`config.mk`:
```
export PLATFORM = sky130hd
export DESIGN_NAME = alu_cmd_issue
export DESIGN_NICKNAME = d
export VERILOG_FILES = /design/src/rtl/alu_cmd_issue.sv
export SDC_FILE = /design/constraint.sdc
export NUM_CORES = 1
export LEC_CHECK = 0
export BUFFER_PORTS_ARGS = -buffer_cell sky130_fd_sc_hd__buf_4
export CAP_MARGIN = 20
export CORE_AREA = 3 3 117 119
export DETAILED_ROUTE_END_ITERATION = 16
export DIE_AREA = 0 0 120 122
export PLACE_DENSITY = 0.62
export SETUP_SLACK_MARGIN = 0.4
export SLEW_MARGIN = 20
export SYNTH_ARGS = -nofsm -noshare
export SYNTH_HDL_FRONTEND = slang
export SYNTH_SLANG_ARGS = --single-unit
```
`constraint.sdc`:
```
create_clock -name clk -period 6.45 [get_ports clk]
set_input_delay 1.6125 -clock clk [delete_from_list [all_inputs] [get_ports clk]]
set_output_delay 1.6125 -clock clk [all_outputs]
set_load 0.02 [all_outputs]
```
`src/rtl/alu_cmd_issue.sv`:
```
// Command-issue stage for an 8-bit registered ALU. It queues {a,b,sel} commands and issues one at a time.
// Each result is captured after the ALU's one-clock latency and offered downstream on a valid/ready port.
module alu_cmd_issue #(
  parameter int W     = 8,
  parameter int DEPTH = 4,
  parameter int CW    = $clog2(DEPTH + 1)
) (
  input  logic          clk,
  input  logic          rst,
  input  logic          in_valid,
  output logic          in_ready,
  input  logic [W-1:0]  in_a,
  input  logic [W-1:0]  in_b,
  input  logic [3:0]    in_sel,
  output logic [W-1:0]  alu_a,
  output logic [W-1:0]  alu_b,
  output logic [3:0]    alu_sel,
  input  logic [W-1:0]  alu_res,
  output logic          out_valid,
  input  logic          out_ready,
  output logic [W-1:0]  out_data,
  output logic [3:0]    out_sel,
  output logic [CW-1:0] count,
  output logic          busy
);

  localparam int PW = $clog2(DEPTH);
  localparam int EW = 2 * W + 4;

  // Handshakes: a transfer happens on a rising edge where valid and ready are both high.
  // Valid is never withdrawn before its transfer, and the payload holds steady while valid waits.
  typedef enum logic [1:0] {IDLE, WAIT, CAPT, HOLD} state_t;

  state_t        state;
  state_t        state_nxt;
  logic [EW-1:0] mem [DEPTH];
  logic [PW-1:0] wr_ptr;
  logic [PW-1:0] rd_ptr;
  logic [EW-1:0] head;
  logic          push;
  logic          pop;

  assign in_ready = (count < CW'(DEPTH));
  assign push     = in_valid && in_ready;
  assign busy     = (state != IDLE);
  assign head     = mem[rd_ptr];

  always_comb begin
    state_nxt = state;
    pop       = 1'b0;
    case (state)
      IDLE: begin
        if (count != '0) begin
          pop       = 1'b1;
          state_nxt = WAIT;
        end
      end
      WAIT: state_nxt = CAPT;
      CAPT: state_nxt = HOLD;
      HOLD: begin
        if (out_ready) begin
          if (count != '0) begin
            pop       = 1'b1;
            state_nxt = WAIT;
          end else begin
            state_nxt = IDLE;
          end
        end
      end
      default: state_nxt = IDLE;
    endcase
  end

  // Storage needs no reset: count and the pointers define which entries are live.
  always_ff @(posedge clk) begin
    if (push) mem[wr_ptr] <= {in_a, in_b, in_sel};
  end

  always_ff @(posedge clk or posedge rst) begin
    if (rst) begin
      state     <= IDLE;
      wr_ptr    <= '0;
      rd_ptr    <= '0;
      count     <= '0;
      alu_a     <= '0;
      alu_b     <= '0;
      alu_sel   <= '0;
      out_valid <= 1'b0;
      out_data  <= '0;
      out_sel   <= '0;
    end else begin
      state <= state_nxt;
      if (push) wr_ptr <= wr_ptr + PW'(1);
      if (pop) begin
        rd_ptr  <= rd_ptr + PW'(1);
        alu_a   <= head[EW-1 -: W];
        alu_b   <= head[W+3 -: W];
        alu_sel <= head[3:0];
      end
      case ({push, pop})
        2'b10:   count <= count + CW'(1);
        2'b01:   count <= count - CW'(1);
        default: count <= count;
      endcase
      // alu_sel is still the issued opcode here; it only moves on a later pop.
      if (state == CAPT) begin
        out_valid <= 1'b1;
        out_data  <= alu_res;
        out_sel   <= alu_sel;
      end else if (state == HOLD && out_ready) begin
        out_valid <= 1'b0;
      end
    end
  end

endmodule
```
After elaboration in Yosys (flattened, before gate mapping)

Memories as Yosys holds them, arrays and structs flattened. A register that Yosys moved wholly into a read port is not among the register bits.
Index checks and enable logic that the tools add are counted.
W data, S select, Z words.

Register bits: 22
RAM bits: 80
Input port bits: 32
Memories kept: 1

$add $sub $neg: 4
Order comparisons: 1
Eq/ne operators: 7
Multiplexer cells: 12
Reduce and logical (&&, ||, !) cells: 8

Memory list:

| memory | words | bits a word | read ports | clocked after Yosys merged registers in | wr ports | line | source |
|---|---|---|---|---|---|---|---|
| mem    | 4     | 20          | 1          | 1                                       | 1        | 36   | `logic [EW-1:0] mem [DEPTH];` |

Operator list:

| cell                  | count |
|---|---|
| $pmux W2 S4           | 1 |
| $mux W1               | 7 |
| $eq A2 B2 Y1 const B  | 3 |
| $pmux W3 S2           | 1 |
| $reduce_bool A2 Y1    | 3 |
| $add A2 B1 Y2 const B | 2 |
| $eq A2 B1 Y1 const B  | 2 |
| $mux W2               | 2 |
| $ne A2 B2 Y1 const B  | 2 |
| $add A3 B1 Y3 const B | 1 |
| $lt A3 B3 Y1 const B  | 1 |
| $reduce_bool A3 Y1    | 1 |
| $sub A3 B1 Y3 const B | 1 |
| $logic_and A1 B1 Y1   | 2 |
| $logic_not A2 Y1      | 1 |
| $pmux W1 S2           | 1 |
| $reduce_and A2 Y1     | 1 |

Logic depth before layout (Yosys ltp)

Depth after elaboration: 6
Mapped depth: 11

Worst setup path after synthesis

Ideal clock, no wire load.

Path type: input to register
Start: input out_ready
End: register count[2]
Library setup time: 0.080 ns
Arrival: 3.069 ns
Required time: 6.370 ns
Path slack: 3.300 ns
Stages: 9
Buffers on the path: 1
Path through: a21oi_1 -> nor3_4 -> buf_4 -> ha_1 -> inv_1 -> fa_1 -> xor2_1 -> nor2_1 -> xnor2_1

Cells in the longest elaborated chain, start to end: 4
Elaborated cells on any way between the ends: 6
Those cells by class: eq/ne: 2; mux: 3; reduce/logical: 1

RTL lines:

| what                                              | line | source |
|---|---|---|
| start: declaration                                | 20   | `input logic out_ready,` |
| $mux W1 *                                         | 61   | `if (out_ready) begin` |
| $pmux W1 S2 *                                     | 51   | `case (state)` |
| via pop                                           | 41   | `logic pop;` |
| $eq A2 B1 Y1 or $eq A2 B2 Y1 (tied branches)      | 100  | `case ({push, pop})` |
| $pmux W3 S2 or $reduce_bool A2 Y1 (tied branches) | n/a  |  |
| end signal: assignment                            | 101  | `2'b10: count <= count + CW'(1);` |
| end signal: assignment                            | 102  | `2'b01: count <= count - CW'(1);` |
| end signal: assignment                            | 103  | `default: count <= count;` |
| end: declaration                                  | 23   | `output logic [CW-1:0] count,` |

Mark *: on every way through the listed nets, which the timed path passes. The rest lies on a longest branch.
A chain may end at the register's enable or synchronous reset.

Final worst setup path

Start: input out_ready
End: register count[2]

Cells in the longest elaborated chain, start to end: 4
Elaborated cells on any way between the ends: 6
Those cells by class: eq/ne: 2; mux: 3; reduce/logical: 1

RTL lines:

| what                                              | line |
|---|---|
| $mux W1 *                                         | 61 |
| $pmux W1 S2 *                                     | 51 |
| $eq A2 B1 Y1 or $eq A2 B2 Y1 (tied branches)      | 100 |
| $pmux W3 S2 or $reduce_bool A2 Y1 (tied branches) | n/a |

Every way passes the cells marked *; elsewhere a longest branch is shown, timed or not.

==> summary.txt <==
Worst setup path
  • CP endpoint kind: flop
  • R2R depth: 10
  • CP arrival: 3.42 ns
  • Worst EP required: roughly 6.8 ns
  • Critical-path top delay cell: buf_4
  • CP startpoint kind: primary input
  • Worst-path fanout max: 22
  • Largest stage delay, worst path: 0.40 ns
  • Worst path bufs/invs: 3
  • Worst path cell trace: buf_4, a21oi_1, nor3_4, buf_4, ha_1, inv_1, fa_1, xor2_1, nor2_1, xnor2_1
  • CP most frequent cell: buf_4
  • Critical path class: in -> reg
  • Delay-heaviest family, CP: adder cells
  • Crit path depth: 10

Logic synthesis
  • Most common cell in the netlist: edfxtp_1
  • Largest area contributor in the netlist: edfxtp_1
  • Synth Flop Type: edfxtp_1
  • Most instantiated cells after synthesis: 80 x edfxtp_1, 42 x dfrtp_1, 18 x mux2_4, 18 x mux4_2, 15 x mux2_2
  • Synth warnings: 0
  • Synthesized flop and latch total: 122
  • Synth top area share: 50.1%
  • Syn Inst Count: 232
  • Asr flop ratio synth: 34.4%
  • Synth cell types: 28
  • Syn nets: 274
  • Register area share after synthesis: 72.0%
  • Synth top area cells: edfxtp_1 50%, dfrtp_1 22%, mux4_2 8.5%
  • EDFF count, synth: 80
  • Cell Area, Synth: 0.00479 mm^2
  • Avg Inst Size Synth: 20.7 um^2

Placement
  • # port buffers: 69
  • Post-DP HPWL: 5080 um
  • Dpl cell area: 0.00549 mm^2
  • Dpl ws: 2.92 ns
  • Placed Cells: about 470
  • Gpl congestion: 0.717

STA
  • Slew Viols, Final: 0
  • Clk_skew: approximately 0.011 ns
  • Worst Tran Pin Value: 1.04 ns
  • Worst Hold Slack: around 0.48 ns
  • Final setup viols: 0
  • Max-slew headroom: 30.4%
  • Unrepaired setup endpoints after global routing: false
  • Fmax: 0.324 GHz
  • Minimum clock period: a little over 3 ns
  • Period utilisation layout: 47.8%
  • Setup TNS: 0 ns
  • Post-route worst setup slack: ~3.4 ns
  • Fin. Hold Viols: 0

Clock tree
  • Hold Buf Count CTS: 0
  • Clock sinks: 122
  • Clock Latency Late Sink: roughly 0.41 ns
  • PostCTS Resize Cnt: 0
  • Root buffer cell: clkbuf_16
  • CTS tree: done
  • CTS clock-pin slew for the worst setup and hold paths: around 0.050 ns
  • Post CTS Setup Buffer Count: 0
  • CTS Buf Count: 17
  • CTS max path bufs: 2
  • Number of H-tree levels: 4

Cells and area
  • Share of layout cells above drive strength 1: 48.3%
  • Fin util: between 40 and 50%
  • Filler Cell Count: approximately 1100
  • Final Cell Area: roughly 0.006 mm^2
  • Final std cells w/o fill: 499
  • NumNets Final: 356
  • Area Overhead vs Synth: 28.6%
  • Antenna Cells: 0

Route
  • DRC Markers: 0
  • Number of vias per cell: 4.62
  • Via count: 2307
  • Drt total wl: 8150 um
  • Wirelength per Cell: 16.3 um
  • Drt initial violations: 89
  • DR pass1 iterations: 5
  • Detail Route Antenna Nets: 0

Die
  • FP Rows: approximately 40
  • I/O pin count: 70
  • Initial Util: 37.8%
  • Full die area: 0.0146 mm^2
  • Die Y: 122 um
  • Core outline area: 0.0127 mm^2
  • Chip width: 120 um

Global route
  • Vias in the first global route: 2528
  • First-pass GRT wire length: 13600 um
  • Initial antenna violation count: 0
  • Tot GR Track Use: 12.5%
  • Largest net degree at the start of global routing: 43
  • Grt ovf: 0

Power and ir drop
  • Pwr Density: 547 mW/mm^2
  • Total power draw: 3.37 mW
  • Maximum VDD drop: 0.000293 V
  • Pleak: 2.41 nW

Hold path
  • Worst hold path type: reg -> reg
  • Min-Delay Path Depth: 1

Status
  • Result of the run: complete, no violations

Flow run
  • Max-cap violations: 0
## final timing paths
kind | endpoint | startpoint | slack [ns]
min reg2reg | out_valid | out_valid | 0.48
min in group asynchronous | out_data[2] | rst | 1.42
max in group asynchronous | rd_ptr[1] | rst | 4.46
min | out_valid | out_valid | 0.48
max | count[2] | out_ready | 3.36
max reg2reg | count[2] | state[0] | 3.87
## flip-flops by register name (all words and copies together) (netlist names)
register   cells
alu_b          8
out_valid      1
out_sel        4
out_data       8
count          3
wr_ptr         2
alu_a          8
state          2
alu_sel        4
mem           80
rd_ptr         2
## area by class of cell
class | instances | area (um^2) | share of cell area, %
clock inverter | 13 | 221 | 3.59
clock buffer | 19 | 453 | 7.35
multi-input combinational | 91 | 1250 | 20.2
sequential | 122 | 3450 | 56.0
timing repair buffer | 71 | 533 | 8.65
tap | 172 | 215 | 3.49
inverter | 11 | 41.3 | 0.670
## cells in the final DEF, fill, tap and decap left out, types with 3 or more instances in the layout
master      count
buf_4          71
bufinv_16       6
mux2_4         18
dfrtp_1        42
xnor2_1         3
clkinvlp_4      3
mux4_2         18
clkbuf_16      17
edfxtp_1       80
xor2_1          3
mux2_2         15
ha_1            9
clkinv_2        3
inv_1          10
## power breakdown
group	total (mW)	leakage, nW	internal [mW]	switching [mW]
clock	1.06	0.322	0.740	0.318
sequential	1.21	1.22	1.06	0.150
combinational	1.10	0.863	0.595	0.508
total	3.37	2.41	2.39	0.976
## logic make-up (layout without fill, tap and decap cells)
logic type,after synthesis,in the layout,synth area share [%]
buffers and inverters,19,114,2.01
flip-flops,122,122,72.0
adder cells (fa/ha/maj),10,10,2.77
AO/OA/AOI/OAI,7,7,0.992
multiplexers,54,54,18.9
AND/OR/NAND/NOR,14,14,2.17
XOR/XNOR,6,6,1.10
## metal layers
metal | GRT usage, % | wire (um)
met5 | 0 | 0
met4 | 5.80 | 127
met3 | 4.09 | 437
met2 | 20.1 | 4030
met1 | 15.5 | 3550
Power figures use the tool's default switching activity.
